==> src/rtl/cfg_chain_loader.sv <==
// Loads configuration words serially into an scff chain, then recirculates the
// chain once to compare a readback CRC-8 against the CRC of the written bits.
module cfg_chain_loader #(
    parameter int WORD_W    = 8,
    parameter int CHAIN_LEN = 64
) (
    input  logic              clk,
    input  logic              reset,
    input  logic              start,
    input  logic [WORD_W-1:0] data,
    input  logic              data_valid,
    output logic              data_ready,
    output logic              sc_out,
    output logic              sc_en,
    input  logic              sc_in,
    output logic              busy,
    output logic              done,
    output logic              err
);

    localparam int CW     = $clog2(CHAIN_LEN + 1);
    localparam int IW     = (WORD_W > 1) ? $clog2(WORD_W) : 1;
    localparam int NWORDS = CHAIN_LEN / WORD_W;

    typedef enum logic [1:0] {IDLE, LOAD, VERIFY, DONE} state_t;

    state_t            state, state_nxt;
    logic [WORD_W-1:0] shreg;
    logic              held;
    logic [IW-1:0]     bit_idx;
    logic [CW-1:0]     bit_cnt;
    logic [CW-1:0]     word_cnt;
    logic [7:0]        crc_wr, crc_rd;
    logic              err_q;
    logic              word_last, chain_last, accept;

    function automatic logic [7:0] crc8_step(input logic [7:0] crc, input logic b);
        logic fb;
        fb = crc[7] ^ b;
        return {crc[6:0], 1'b0} ^ (fb ? 8'h07 : 8'h00);
    endfunction

    assign word_last  = held && (bit_idx == IW'(WORD_W - 1));
    assign chain_last = (bit_cnt == CW'(CHAIN_LEN - 1));
    assign accept     = data_valid && data_ready;

    always_ff @(posedge clk) begin
        if (reset) state <= IDLE;
        else       state <= state_nxt;
    end

    always_comb begin
        state_nxt = state;
        case (state)
            IDLE:    if (start) state_nxt = LOAD;
            LOAD:    if (held && chain_last) state_nxt = VERIFY;
            VERIFY:  if (chain_last) state_nxt = DONE;
            DONE:    state_nxt = IDLE;
            default: state_nxt = IDLE;
        endcase
    end

    // word_cnt gating drops data_ready on the final chain bit without a compare on bit_cnt
    always_comb begin
        data_ready = 1'b0;
        sc_out     = 1'b0;
        sc_en      = 1'b0;
        busy       = 1'b0;
        done       = 1'b0;
        err        = err_q;
        case (state)
            LOAD: begin
                busy       = 1'b1;
                sc_en      = held;
                sc_out     = held & shreg[0];
                data_ready = (word_cnt < CW'(NWORDS)) && (!held || word_last);
            end
            VERIFY: begin
                busy   = 1'b1;
                sc_en  = 1'b1;
                sc_out = sc_in;
            end
            DONE: begin
                busy = 1'b1;
                done = 1'b1;
                err  = (crc_rd != crc_wr);
            end
            default: ;
        endcase
    end

    always_ff @(posedge clk) begin
        if (reset) begin
            shreg    <= '0;
            held     <= 1'b0;
            bit_idx  <= '0;
            bit_cnt  <= '0;
            word_cnt <= '0;
            crc_wr   <= '0;
            crc_rd   <= '0;
            err_q    <= 1'b0;
        end else begin
            case (state)
                IDLE: begin
                    if (start) begin
                        held     <= 1'b0;
                        bit_idx  <= '0;
                        bit_cnt  <= '0;
                        word_cnt <= '0;
                        crc_wr   <= '0;
                        crc_rd   <= '0;
                        err_q    <= 1'b0;
                    end
                end
                LOAD: begin
                    if (held) begin
                        crc_wr  <= crc8_step(crc_wr, shreg[0]);
                        bit_cnt <= chain_last ? '0 : bit_cnt + CW'(1);
                    end
                    if (accept) begin
                        shreg    <= data;
                        held     <= 1'b1;
                        bit_idx  <= '0;
                        word_cnt <= word_cnt + CW'(1);
                    end else if (held) begin
                        shreg   <= shreg >> 1;
                        bit_idx <= bit_idx + IW'(1);
                        if (word_last) held <= 1'b0;
                    end
                end
                VERIFY: begin
                    crc_rd  <= crc8_step(crc_rd, sc_in);
                    bit_cnt <= chain_last ? '0 : bit_cnt + CW'(1);
                end
                DONE: err_q <= (crc_rd != crc_wr);
                default: ;
            endcase
        end
    end

endmodule

==> config.mk <==
export PLATFORM = sky130hd
export DESIGN_NAME = cfg_chain_loader
export DESIGN_NICKNAME = d
export VERILOG_FILES = /design/src/rtl/cfg_chain_loader.sv
export SDC_FILE = /design/constraint.sdc
export NUM_CORES = 1
export LEC_CHECK = 0
export BUFFER_PORTS_ARGS = -buffer_cell sky130_fd_sc_hd__buf_4
export CAP_MARGIN = 15
export CORE_UTILIZATION = 62
export DETAILED_ROUTE_END_ITERATION = 10
export MAX_ROUTING_LAYER = met4
export PLACE_DENSITY = 0.82
export RECOVER_POWER = 25
export SYNTH_ARGS = -nofsm -noshare
export SYNTH_HDL_FRONTEND = slang
export SYNTH_SLANG_ARGS = --single-unit
==> constraint.sdc <==
create_clock -name clk -period 4.9 [get_ports clk]
set_clock_uncertainty 0.05 [all_clocks]
set_input_delay 0.245 -clock clk [delete_from_list [all_inputs] [get_ports clk]]
set_output_delay 0.245 -clock clk [all_outputs]
set_load 0.01 [all_outputs]
==> flow_summary.yaml, run 1 <==
critical_path:
  cpMaxStageDelayCell: "ha_1"
  path_class: "flip-flop to flip-flop"
  rrSetupSlack_ns: 2.43
  worstPathRequired_ns: 5.08
  regToRegEndpoint: "bit_idx[1]$_SDFFE_PP0P_"
  cp_num_buf_inv: 1
  crit_fanout: 20
  timing.rr.start: "state[1]$_SDFFE_PP0P_"
  max_stage_delay_ns: 0.58
  cp_cell_sequence: "inv_1, ha_1, and2b_1, nand3_2, a31oi_1, mux2i_1"
  rr_worst_depth: 6
  arrival_ns: 2.65
  worstSetupStartpointType: "flip-flop"
  critPathCaptureType: "flip-flop"
  crit_family: "simple AND/OR/NAND/NOR gates"
synth:
  synthFlopType: "dfxtp_1"
  synth_top_family_by_area: "simple AND/OR/NAND/NOR gates"
  synth_edf_count: 0
  synth_area_leaders: "dfxtp_1 (39%), xnor2_1 (6.8%), nor2_1 (5.9%)"
  synth_seq_cells: 45
  ys_types: 45
  synthMuxAreaShare: 0.0174
  synth-simple-area-share: 0.249
  syn-num-nets: 282
  syn_inst: 261
  synth_warnings: 0
  yosys.area.top_type: "dfxtp_1"
  synth_common_cells: "dfxtp_1 (45), nor2_1 (36), xnor2_1 (18), nand2_1 (16), a22oi_1 (15)"
  yosysMostFrequentCell: "dfxtp_1"
  synth-seq-area-share: 0.391
  avgSynthCellArea_sq_um: 8.83
  netlist.area_leader.share: 0.391
  async_flop_share: 0
  syn_area_sq_mm: 0.00230
  synth-adder-area-share: 0.0435
  yosys.area_share.xor_xnor: 0.0684
  synth_compound_area_frac: 0.175
timing:
  fmax_ghz: 0.405
  setup_viol: 0
  fin_setup_tns_ns: 0
  tightest_slew_ns: 0.693
  finalCritPeriodShare: 0.504
  layout_min_cycle_time_ns: 2.47
  hold_viol: 0
  rsz0062_at_grt: "false"
  relSlewSlack: 0.538
  maxSlewViolCount: 0
  holdWs_ns: 0.147
clocking:
  cts_tree: "built"
  root_buffer: "clkbuf_8"
  ctsHtreeMaxLevel: 2
  post-cts-setup-buffer-count: 0
  numCtsBuffers: 5
  cts.sink_count: 45
  cts.reportedPaths.clkPinSlew_ns: 0.08
  clock_path_buffers: 2
  cts_hold_buf: 0
  cts_resized: 0
  worst_skew_pair.late_latency_ns: 0.30
layout:
  final_cells: 318
  ff_latch_area_sq_um: 901
  syn_to_final_growth_pct: 8.26
  nFillCells: 280
  final_nets: 292
  drive_gt1_frac: 0.114
  n_antenna_cell: 0
  multi_input_area_sq_mm: 0.00126
power_and_ir_drop:
  power.leakage_uw: 0.000876
  powerDensity_mw_per_mm2: 447
  ir_worst_vdd_mv: 0.299
global_routing:
  grt_pass1_wl_mm: 7.58
  overflow: 0
  grt_pass1_vias: 1665
  grt_usage: 0.248
  antenna_found_initial: 0
  grt_max_degree: 45
drt:
  drt-initial-drc-count: 176
  postRouteAntennaNets: 0
  totalWireLength_mm: 4.49
  vias: 1868
  wl_per_cell_um: 14.1
  drt_pass1_iterations: 4
  vias_per_cell: 5.87
  drc_errors: 0
placed_design:
  dpl.hpwl_mm: 3.04
  dp_cells: 310
  gp_congestion: 0.806
  portBuffers: 18
die:
  die_w_um: 63.0
  die_area_sq_mm: 0.00396
  io_pins: 19
  design.core.area_sq_mm: 0.00344
  rows: 21
  die_h_um: 63.0
  start_util: 0.669
status:
  status: "complete, no violations"
flow_run:
  cap_violations: 0
worst_hold_path:
  hold_start: "data[7]"
  hp-class: "primary input to flip-flop"
  hold-path-endpoint: "shreg[7]$_SDFFE_PP0P_"
  hold_depth: 3
[kinds of logic (layout without fill, tap and decap cells)]
logic type / after synthesis / after routing
fa+ha+maj: 8 / 8
buf+inv: 22 / 33
simple gates: 107 / 107
mux: 4 / 4
compound gates: 57 / 57
xor+xnor: 18 / 18
flops: 45 / 45
[where the power goes]
group	internal [uW]	total, uW	switching, uW
clock network	166	291	125
registers	396	424	27.9
logic	144	401	258
[per-layer routing]
layer	global-route usage	wire length [um]	up-vias
li1	-	-	949
met1	0.328	2250	863
met2	0.372	1980	47
met3	0.0438	182	9
met4	0.102	76	0
met5	-	0	-
[stage by stage]
step	instance area [sq um]	utilization	setup WS (ns)	power [uW]
global placement	2400	0.697	2.65	836
CTS	2520	0.732	2.46	1130
global route	2490	0.724	2.22	1180
finish	2490	0.724	2.43	1120
floorplan	2300	-	3.22	765
detailed placement	2400	0.697	2.50	841
[placed cells by master (no fill, tap or decap), types with 6 or more instances in the layout]
cell      count
ha_1          8
clkbuf_8      6
a21oi_1       9
nand3_1      13
dfxtp_1      45
buf_4        15
nand2b_1      7
o21ai_0       8
a311oi_1      7
xnor2_1      18
a22oi_1      15
nor2_1       36
nor3_1        6
nand2_1      16
inv_1         6
[layout make-up]
type,count,area share
multi-input cells,194,0.507
clock buffers,6,0.0331
clock inverters,2,0.0151
well taps,46,0.0231
inverters,6,0.00903
repair buffers,19,0.0512
flip-flops and latches,45,0.361
[state kept, by name, indices dropped and copies added, names as in the netlist]
register,flops
crc_rd,8
crc_wr,8
err_q,1
state,2
shreg,8
held,1
bit_cnt,7
word_cnt,7
bit_idx,3
[worst min-delay path, delay by kind of cell]
| kind | cells | cell delay, ns |
|---|---|---|
| compound gates | 1 | 0.05 |
| buf+inv | 1 | 0.10 |
| simple gates | 1 | 0.04 |
[worst max path at each step]
| stage | start | to | depth (start not counted) |
|---|---|---|---|
| 3_5_place_dp | state[1]$_SDFFE_PP0P_ | bit_idx[1]$_SDFFE_PP0P_ | 6 |
| 4_1_cts | state[1]$_SDFFE_PP0P_ | bit_idx[1]$_SDFFE_PP0P_ | 6 |
| 5_1_grt | state[1]$_SDFFE_PP0P_ | bit_idx[1]$_SDFFE_PP0P_ | 6 |
| 6_report | state[1]$_SDFFE_PP0P_ | bit_idx[1]$_SDFFE_PP0P_ | 6 |
| 3_3_place_gp | state[1]$_SDFFE_PP0P_ | bit_idx[2]$_SDFFE_PP0P_ | 6 |
| 2_1_floorplan | state[0]$_SDFFE_PP0P_ | bit_cnt[4]$_SDFFE_PP0P_ | 7 |
Note: power is estimated with default switching activity, not from simulation.
==> run 2, diff against run 1 <==
- ABC_AREA: unset -> 1
- CORE_UTILIZATION: 62 -> 59
- PLACE_DENSITY: 0.82 -> 0.79
- clock period: 4.9 -> 2.51 ns (I/O delays scaled with it)
==> flow_summary.yaml, run 2 <==
layout:
  fin_area_sq_mm: 0.00258
  fin_util: 0.685
  n_antenna_cell: 0
  final_common_cell: "nand2_1"
  layout_common_cells: "nand2_1 (98), dfxtp_1 (45), a21oi_1 (37), nor2_1 (32), inv_1 (29)"
  syn_to_final_growth_pct: 7.50
  drive_gt1_frac: 0.136
  final_nets: 373
  reg.largest.list: "crc_rd x8, crc_wr x8, shreg x8"
drt:
  wl_per_cell_um: 11.5
  drt_pass1_iterations: 4
  drt-initial-drc-count: 151
  vias_per_cell: 5.17
  vias: 2075
  totalWireLength_mm: 4.60
  postRouteAntennaNets: 0
  drc_errors: 0
worst_hold_path:
  hold_depth: 3
  hold-path-endpoint: "shreg[1]$_SDFFE_PP0P_"
  hold_start: "data[1]"
  hp-class: "primary input to flip-flop"
synth:
  syn_area_sq_mm: 0.00240
  ys_types: 31
  async_flop_share: 0
  yosysMostFrequentCell: "nand2_1"
  synth_area_leaders: "dfxtp_1 (37%), nand2_1 (15%), a21oi_1 (7.7%)"
  yosys.area.top_type: "dfxtp_1"
  synth_warnings: 0
  syn-num-nets: 357
  synth_seq_cells: 45
  synth_edf_count: 0
  synthFlopType: "dfxtp_1"
  synth_common_cells: "nand2_1 (96), dfxtp_1 (45), a21oi_1 (37), nor2_1 (31), inv_1 (26)"
  avgSynthCellArea_sq_um: 7.15
  syn_inst: 336
  synth-seq-area-share: 0.375
  netlist.area_leader.share: 0.375
critical_path:
  path_class: "flip-flop to flip-flop"
  worstPathRequired_ns: 2.65
  cp_num_buf_inv: 3
  cpMaxStageDelayCell: "dfxtp_1"
  crit_fanout: 7
  regToRegEndpoint: "bit_cnt[5]$_SDFFE_PP0P_"
  path_common_cell: "inv_1"
  max_stage_delay_ns: 0.39
  timing.rr.start: "state[0]$_SDFFE_PP0P_"
  critPathCaptureType: "flip-flop"
  rrSetupSlack_ns: 0.38
  cp_cell_sequence: "inv_1, ha_1, inv_1, nor2_8, nor2_1, inv_1, o21ai_2, nor2_1"
  crit_family: "buffers and inverters"
  arrival_ns: 2.26
  worstSetupStartpointType: "flip-flop"
  rr_worst_depth: 8
global_routing:
  overflow: 0
  grt_pass1_vias: 1904
  grt_max_degree: 35
  grt_pass1_wl_mm: 8.07
  grt_usage: 0.248
  antenna_found_initial: 0
die:
  die_w_um: 65.8
  start_util: 0.637
  design.core.area_sq_mm: 0.00377
  io_pins: 19
  die_h_um: 65.8
  rows: 22
  die_area_sq_mm: 0.00433
timing:
  relSlewSlack: 0.680
  hold_viol: 0
  maxSlewViolCount: 0
  rsz0062_at_grt: "false"
  finalCritPeriodShare: 0.848
  tightest_slew_ns: 0.479
  layout_min_cycle_time_ns: 2.13
  fin_setup_tns_ns: 0
  fmax_ghz: 0.470
  setup_viol: 0
clocking:
  post-cts-setup-buffer-count: 0
  cts_tree: "built"
  cts_hold_buf: 0
  root_buffer: "clkbuf_8"
  cts_resized: 0
  ctsHtreeMaxLevel: 2
  cts.sink_count: 45
  cts.reportedPaths.clkPinSlew_ns: 0.08
  numCtsBuffers: 5
  clock_path_buffers: 2
  worst_skew_pair.late_latency_ns: 0.30
power_and_ir_drop:
  ir_worst_vdd_mv: 0.555
  power.leakage_uw: 0.00106
  powerDensity_mw_per_mm2: 909
placed_design:
  portBuffers: 18
  dpl.hpwl_mm: 3.32
  gp_congestion: 0.845
  place_area_sq_mm: 0.00253
flow_run:
  cap_violations: 0
status:
  status: "complete, no violations"
## run 2: cell types whose count changed after synthesis, moves of 5 or more
cell and change:
nor2b_1 -5, nand3_1 +8, nand2_2 +5, o21ai_1 +8
xnor2_1 -10, inv_2 +5, nor2_1 -5, nand2b_1 -7
inv_1 +20, a22oi_1 -15, nand2_1 +80, a21oi_1 +28
a311oi_1 -7, a21oi_2 +5
## run 2: metrics by stage
step                hold WS [ns]  instances  setup slack [ns]  power [uW]
detailed placement         0.327        393             0.519        1970
global route              0.0159        401             0.267        2540
global placement           0.318        393             0.596        1960
floorplan                  0.221        336             0.991        1790
CTS                      0.00956        401             0.491        2410
finish                    0.0112        401             0.382        2350
## run 2: cells by family after synthesis
| logic type | after synthesis | synth area share |
|---|---|---|
| adder cells (fa/ha/maj) | 8 | 0.0416 |
| XOR/XNOR | 10 | 0.0364 |
| flip-flops | 45 | 0.375 |
| buffers and inverters | 42 | 0.0812 |
| AO/OA/AOI/OAI | 56 | 0.127 |
| AND/OR/NAND/NOR | 175 | 0.339 |
## run 2: area by class of cell
cell class	instances	area (sq um)
Multi-Input combinational cell	249	1280
Fill cell	340	1190
Sequential cell	45	901
Timing Repair Buffer	19	131
Inverter	32	123
Clock buffer	5	68.8
Tap cell	48	60.1
Clock inverter	3	17.5
## run 2: per-layer routing
layer	global-route usage	wire length (um)	vias up
met3	0.0379	193	9
met5	-	0	-
met4	0.103	91	0
li1	-	-	1101
met2	0.399	2070	43
met1	0.309	2240	922
## run 2: how the worst max path moves through the flow
stage                                     endpoint                   from  depth (start not counted)
after floorplan            bit_cnt[3]$_SDFFE_PP0P_  state[0]$_SDFFE_PP0P_                          8
after global placement    word_cnt[1]$_SDFFE_PP0P_  state[1]$_SDFFE_PP0P_                          9
after detailed placement  word_cnt[1]$_SDFFE_PP0P_  state[1]$_SDFFE_PP0P_                          9
after CTS                 word_cnt[1]$_SDFFE_PP0P_  state[1]$_SDFFE_PP0P_                          9
after global routing       bit_cnt[5]$_SDFFE_PP0P_  state[0]$_SDFFE_PP0P_                          8
final                      bit_cnt[5]$_SDFFE_PP0P_  state[0]$_SDFFE_PP0P_                          8
## run 2: where the power goes
| part | internal, uW | switching, uW | leakage, uW | total, uW |
|---|---|---|---|---|
| clock | 192 | 247 | 0.0000439 | 439 |
| sequential | 811 | 78.1 | 0.000364 | 889 |
| combinational | 329 | 693 | 0.000650 | 1020 |
| total | 1330 | 1020 | 0.00106 | 2350 |
## run 2: worst min-delay path, cell delays in order
cell	delay (ns)
buf_4	0.08
o21ai_1	0.06
nor2_1	0.07
